`src/rtl/muskoka_timer_pkg.sv`:
```
// rtl/muskoka_timer_pkg.sv - register offsets and bit indices for muskoka_timer
package muskoka_timer_pkg;

  // Word offsets, decoded from wb_adr_i[4:2]
  localparam logic [2:0] TMR_CTRL   = 3'd0;
  localparam logic [2:0] TMR_LOAD   = 3'd1;
  localparam logic [2:0] TMR_COUNT  = 3'd2;
  localparam logic [2:0] TMR_STATUS = 3'd3;
  localparam logic [2:0] TMR_CAP    = 3'd4;

  localparam int CTRL_EN          = 0;
  localparam int CTRL_AUTO_RELOAD = 1;
  localparam int CTRL_IRQ_EN      = 2;

  localparam int STATUS_EXPIRED  = 0;
  localparam int STATUS_CAPTURED = 1;

endpackage

```
`src/rtl/muskoka_timer_prescale.sv`:
```
// rtl/muskoka_timer_prescale.sv - prescaler producing one tick every PRESCALE enabled cycles
module muskoka_timer_prescale #(
  parameter int PRESCALE = 1
) (
  input  logic clk,
  input  logic rst,
  input  logic en,
  output logic tick
);

  localparam logic [15:0] LAST = 16'(PRESCALE - 1);

  logic [15:0] cnt;

  assign tick = en && (cnt == LAST);

  // Held at 0 while disabled so a restart always yields a full first period
  always_ff @(posedge clk) begin
    if (rst || !en) begin
      cnt <= '0;
    end else if (tick) begin
      cnt <= '0;
    end else begin
      cnt <= cnt + 16'd1;
    end
  end

endmodule

```
`src/rtl/muskoka_timer.sv`:
```
// rtl/muskoka_timer.sv - Wishbone down-counting timer; MUSKOKA_TIMER_CAPTURE_EN adds input capture
module muskoka_timer
  import muskoka_timer_pkg::*;
#(
  parameter int PRESCALE = 1,
  parameter int CNT_W    = 32
) (
  input  logic        clk_i,
  input  logic        rst_i,
  input  logic [31:0] wb_dat_i,
  output logic [31:0] wb_dat_o,
  input  logic [31:0] wb_adr_i,
  input  logic [1:0]  wb_sel_i,
  input  logic        wb_we_i,
  input  logic        wb_cyc_i,
  input  logic        wb_stb_i,
  output logic        wb_ack_o,
`ifdef MUSKOKA_TIMER_CAPTURE_EN
  input  logic        timer_cap_i,
`endif
  output logic        irq_o
);

  logic             ctrl_en, ctrl_ar, ctrl_ie;
  logic             expired;
  logic [CNT_W-1:0] load_q, count_q;
  logic [CNT_W-1:0] cap_q;
  logic             captured;

  logic             nxt_en;
  logic             nxt_expired;
  logic [CNT_W-1:0] nxt_count;

  logic [2:0]  reg_sel;
  logic        acc, wr, tick, tick_eff, expire_evt, clr_exp, ctrl_wr_off;
  logic [31:0] rdata;

  logic unused_bus_bits;
  assign unused_bus_bits = ^{wb_sel_i, wb_adr_i[31:5], wb_adr_i[1:0]};

  assign reg_sel = wb_adr_i[4:2];
  assign acc     = wb_cyc_i && wb_stb_i && !wb_ack_o;
  assign wr      = acc && wb_we_i;

  muskoka_timer_prescale #(.PRESCALE(PRESCALE)) u_prescale (
    .clk  (clk_i),
    .rst  (rst_i),
    .en   (ctrl_en),
    .tick (tick)
  );

  // A CTRL write clearing EN cancels the tick landing in the same cycle
  assign ctrl_wr_off = wr && (reg_sel == TMR_CTRL) && !wb_dat_i[CTRL_EN];
  assign tick_eff    = tick && !ctrl_wr_off;
  assign expire_evt  = tick_eff && (count_q == '0);
  assign clr_exp     = wr && (reg_sel == TMR_STATUS) && wb_dat_i[STATUS_EXPIRED];

  always_comb begin
    nxt_en      = ctrl_en;
    nxt_count   = count_q;
    nxt_expired = (expired && !clr_exp) || expire_evt;
    if (tick_eff) begin
      if (count_q != '0) begin
        nxt_count = count_q - 1'b1;
      end else if (ctrl_ar) begin
        nxt_count = load_q;
      end else begin
        nxt_en = 1'b0;
      end
    end
    // Bus writes override the counter's own update
    if (wr && (reg_sel == TMR_COUNT)) nxt_count = wb_dat_i[CNT_W-1:0];
    if (wr && (reg_sel == TMR_CTRL))  nxt_en    = wb_dat_i[CTRL_EN];
  end

  always_comb begin
    rdata = '0;
    case (reg_sel)
      TMR_CTRL: begin
        rdata[CTRL_EN]          = ctrl_en;
        rdata[CTRL_AUTO_RELOAD] = ctrl_ar;
        rdata[CTRL_IRQ_EN]      = ctrl_ie;
      end
      TMR_LOAD:  rdata = 32'(load_q);
      TMR_COUNT: rdata = 32'(count_q);
      TMR_STATUS: begin
        rdata[STATUS_EXPIRED]  = expired;
        rdata[STATUS_CAPTURED] = captured;
      end
      TMR_CAP:   rdata = 32'(cap_q);
      default:   rdata = '0;
    endcase
  end

  always_ff @(posedge clk_i) begin
    if (rst_i) begin
      wb_ack_o <= 1'b0;
      wb_dat_o <= '0;
      irq_o    <= 1'b0;
      ctrl_en  <= 1'b0;
      ctrl_ar  <= 1'b0;
      ctrl_ie  <= 1'b0;
      load_q   <= '0;
      count_q  <= '0;
      expired  <= 1'b0;
    end else begin
      wb_ack_o <= acc;
      wb_dat_o <= (acc && !wb_we_i) ? rdata : 32'h0;
      irq_o    <= expired && ctrl_ie;
      ctrl_en  <= nxt_en;
      count_q  <= nxt_count;
      expired  <= nxt_expired;
      if (wr && (reg_sel == TMR_CTRL)) begin
        ctrl_ar <= wb_dat_i[CTRL_AUTO_RELOAD];
        ctrl_ie <= wb_dat_i[CTRL_IRQ_EN];
      end
      if (wr && (reg_sel == TMR_LOAD)) load_q <= wb_dat_i[CNT_W-1:0];
    end
  end

`ifdef MUSKOKA_TIMER_CAPTURE_EN
  logic cap_sync, cap_prev, cap_rise, clr_cap;

  assign cap_rise = cap_sync && !cap_prev;
  assign clr_cap  = wr && (reg_sel == TMR_STATUS) && wb_dat_i[STATUS_CAPTURED];

  always_ff @(posedge clk_i) begin
    if (rst_i) begin
      cap_sync <= 1'b0;
      cap_prev <= 1'b0;
      cap_q    <= '0;
      captured <= 1'b0;
    end else begin
      cap_sync <= timer_cap_i;
      cap_prev <= cap_sync;
      if (cap_rise) cap_q <= count_q;
      captured <= (captured && !clr_cap) || cap_rise;
    end
  end
`else
  assign cap_q    = '0;
  assign captured = 1'b0;
`endif

endmodule
```
`config.mk`:
```
export PLATFORM = sky130hd
export DESIGN_NAME = muskoka_timer
export DESIGN_NICKNAME = d
export VERILOG_FILES = /design/src/rtl/muskoka_timer_pkg.sv /design/src/rtl/muskoka_timer_prescale.sv /design/src/rtl/muskoka_timer.sv
export SDC_FILE = /design/constraint.sdc
export NUM_CORES = 1
export LEC_CHECK = 0
export ABC_CLOCK_PERIOD_IN_PS = 3200
export CAP_MARGIN = 40
export CELL_PAD_IN_SITES_DETAIL_PLACEMENT = 1
export CELL_PAD_IN_SITES_GLOBAL_PLACEMENT = 2
export CORE_MARGIN = 8
export CORE_UTILIZATION = 31
export DETAILED_ROUTE_END_ITERATION = 8
export MAX_ROUTING_LAYER = met4
export PLACE_DENSITY_LB_ADDON = 0.1
export SLEW_MARGIN = 10
export SYNTH_ARGS = -nofsm -noshare
export SYNTH_HDL_FRONTEND = slang
export SYNTH_SLANG_ARGS = --single-unit
export TNS_END_PERCENT = 30
```
`constraint.sdc`:
```
create_clock -name clk_i -period 3.2 [get_ports clk_i]
set_clock_uncertainty 0.1 [all_clocks]
set_input_delay 0.64 -clock clk_i [delete_from_list [all_inputs] [get_ports clk_i]]
set_output_delay 0.64 -clock clk_i [all_outputs]
set_load 0.1 [all_outputs]
```
==> metrics.md <==
| Metric | Value |
|---|---|
| Outcome | `finished, final reports clean` |
| Number of synthesized register bits | `118` |
| Post-synth EDFFs | `0` |
| Worst Hold Class | `reg2reg` |
| Cell family with most CP delay | `simple AND/OR/NAND/NOR gates` |
| Vias | `5,383` |
| Sequential fraction of the synthesis area | `0.418` |
| Worst-case reg-to-reg path depth | `7` |
| Synth unique cells | `57` |
| Hold path startpoint | `wb_ack_o` |
| DR iter-0 viols | `237` |
| Dpl hpwl | `13,700 µm` |
| First-pass GRT wire length | `31,600 µm` |
| Crit-path slowest cell | `or4_4` |
| CP bufs+invs | `1` |
| ANT cells | `0` |
| GRT overflow | `0` |
| Tightest Pin Transition | `0.754 ns` |
| Clk_lat worst skew | `0.41 ns` |
| Max-cap violations | `0` |
| FP Rows | `between 40 and 50` |
| Critical Path Start | `count_q[11]` |
| Worst R2R Setup Slack | `0.23 ns` |
| Clock sink count | `118` |
| Top FF cell, synth | `dfxtp_1` |
| Endpoints failing setup | `0` |
| Starting Density | `0.315` |
| Mapped Cells | `694` |
| Slew HR | `0.492` |
| Port bufs | `73` |
| Largest net degree at the start of global routing | `35` |
| Hold Slack | `0.365 ns` |
| Synth warnings | `0` |
| Max rail drop VDD | `0.420 mV` |
| Layout area overhead | `27.6%` |
| Global-route usage over all layers | `0.181` |
| Fmax | `337 MHz` |
| Worst EP arrival | `3.15 ns` |
| CP cell instances | `or4_4 > or4b_4 > or3_1 > buf_4 > mux2_1 > o22ai_1 > nor3_2` |
| Reg2reg end | `count_q[9]` |
| Slew Limit Fails | `0` |
| Antenna violations before repair | `0` |
| Fin area | `0.00721 mm²` |
| Total CTS buffers | `17` |
| Setup bufs post-CTS | `0` |
| Vias in the first global route | `5,734` |
| CP max stage delay | `about 0.6 ns` |
| H-tree levels | `4` |
| Hold path endpoint | `wb_ack_o` |
| Unrepaired setup endpoints after global routing | `no` |
| Root Buffer | `clkbuf_16` |
| CP max FO | `7` |
| Hold Path Depth | `1` |
| Die Ht | `~150 µm` |
| Worst-path clk slew | `0.05 ns` |
| CTS resizes | `0` |
| Drt via density | `5.30` |
| Ports | `~110` |
| Largest area contributor in the netlist | `dfxtp_1` |
| Fraction of registers with async set/reset | `0` |
| ANT nets after route | `0` |
| Post-route minimum period | `2.97 ns` |
| CTS tree | `done` |
| Total die area | `between 0.02 and 0.025 mm²` |
| Syn nets | `a little under 800` |
| Post-Syn Area | `0.00565 mm²` |
| Crit Path Category | `reg2reg` |
| 1st-pass router iterations | `4` |
| WL/cell | `19.2 µm` |
| Power Dens Cells | `roughly 520 mW/mm²` |
| CTS Buffer Depth | `2` |
| Cells taking the most area after synthesis | `dfxtp_1, nand2_1, nor2_1` |
| Fin nets | `~850` |
| R2R Path Start | `count_q[11]` |
| CP endpoint kind | `register` |
| Placement-stage cell area | `0.00666 mm²` |
| Final hold violation count | `0` |
| Leak | `2.73 nW` |
| Critical Path RT | `3.38 ns` |
| Drt drc | `0` |
| Hold Buf Count CTS | `0` |
| Total wire length | `19,500 µm` |
| CP startpoint kind | `register` |
| Fill count | `2,194` |
| Core area | `0.0179 mm²` |
| Average instance area after synthesis | `8.14 µm²` |
| Yosys top cell area share | `0.418` |
| Final Wtd Congestion | `0.820` |
| Die X | `around 150 µm` |
| Final Cycle Share | `0.928` |
| Layout cells sized above 1 | `0.158` |
## power breakdown
| group | switching (mW) | leakage (nW) | internal, mW |
|---|---|---|---|
| Clock | 0.682 | 0.274 | 1.11 |
| Sequential | 0.0116 | 0.951 | 1.48 |
| Combinational | 0.284 | 1.51 | 0.203 |
| Total | 0.977 | 2.73 | 2.80 |
## cell usage in the layout (no fill, tap or decap), drive strengths merged, types with 4 or more instances in the layout
cell type	Yosys	routed
a211oi	4	4
a21oi	51	51
a22oi	29	29
a31oi	7	7
and3	11	11
buf	9	73
clkbuf	41	21
clkdlybuf4s50	0	38
clkinv	0	7
dfxtp	118	118
ha	4	4
inv	8	8
mux2	5	5
mux2i	15	15
nand2	116	116
nand2b	4	4
nand3	15	15
nand3b	4	4
nand4	14	14
nand4b	5	5
nor2	82	82
nor3	21	21
nor3b	5	5
nor4	12	12
o21a	5	5
o21ai	20	20
o22ai	7	7
o311ai	6	6
or3	8	8
or4	4	4
xnor2	15	15
xor2	19	19
## kinds of logic (layout without fill, tap and decap cells)
kind of cell | count (synthesis) | after routing | share of synthesized area
AO/OA/AOI/OAI | 150 | 150 | 0.173
multiplexers | 21 | 21 | 0.0405
flip-flops | 118 | 118 | 0.418
buffers and inverters | 58 | 150 | 0.0430
XOR/XNOR | 34 | 34 | 0.0527
AND/OR/NAND/NOR | 309 | 309 | 0.264
adder cells (fa/ha/maj) | 4 | 4 | 0.00886
## Yosys cell counts, drive strengths merged (2+ instances only)
cell type / number
nand4: 14
o21ai: 20
xor2: 19
a21oi: 51
buf: 9
clkbuf: 41
or4: 4
and3: 11
a311oi: 3
o211ai: 2
inv: 8
nor4: 12
o21a: 5
mux2: 5
xnor2: 15
dfxtp: 118
nand3b: 4
o32ai: 3
ha: 4
nand2: 116
o22ai: 7
a21o: 3
o311ai: 6
or3: 8
nor2: 82
nor4b: 2
a211oi: 4
o221ai: 3
o31ai: 3
a22oi: 29
nand2b: 4
nand3: 15
nor3b: 5
a31oi: 7
nor3: 21
nor2b: 3
mux2i: 15
a31o: 2
nand4b: 5
## through the flow
stage / std cells / util / worst slack [ns] / TNS (ns) / total power, mW
floorplan: 694 / - / 0.433 / 0 / 1.84
global placement: 983 / 0.372 / -0.366 / -3.75 / 2.00
detailed placement: 984 / 0.372 / 0.0770 / 0 / 2.01
CTS: 1015 / 0.403 / 0.226 / 0 / 3.83
global route: 1015 / 0.403 / 0.150 / 0 / 3.93
finish: 1015 / 0.403 / 0.232 / 0 / 3.77
## worst max path at each step
| stage | cells past startpoint | slack (ns) | to |
|---|---|---|---|
| after floorplan | 7 | 0.43 | count_q[30] |
| after global placement | 7 | -0.37 | count_q[29] |
| after detailed placement | 9 | 0.08 | count_q[7] |
| after CTS | 7 | 0.23 | count_q[9] |
| after global routing | 7 | 0.15 | count_q[9] |
| final | 7 | 0.23 | count_q[9] |
## area by class of cell
cell class                 count  area, µm²  share of cell area
clock inverter                10       80.1              0.0111
tap                          229        287              0.0398
inverter                       8       30.0             0.00417
clock buffer                  21        470              0.0653
sequential                   118       2360               0.328
timing repair buffer         111        923               0.128
multi-input combinational    518       3060               0.424
## per-layer routing
metal,global-route usage,wire (µm),vias up,share of wire
li1,-,-,2634,-
met1,0.228,9130,2658,0.47
met2,0.296,9620,86,0.49
met3,0.0326,674,5,0.035
met4,0.0406,84,0,0.0043
met5,-,0,-,0
## registers in the layout, summed over array words and instances (netlist names)
register        count
count_q            32
load_q             32
wb_dat_o           32
u_prescale.cnt     16
ctrl_ar             1
ctrl_en             1
ctrl_ie             1
expired             1
irq_o               1
wb_ack_o            1
No activity file was read; power rests on OpenSTA's default activity.
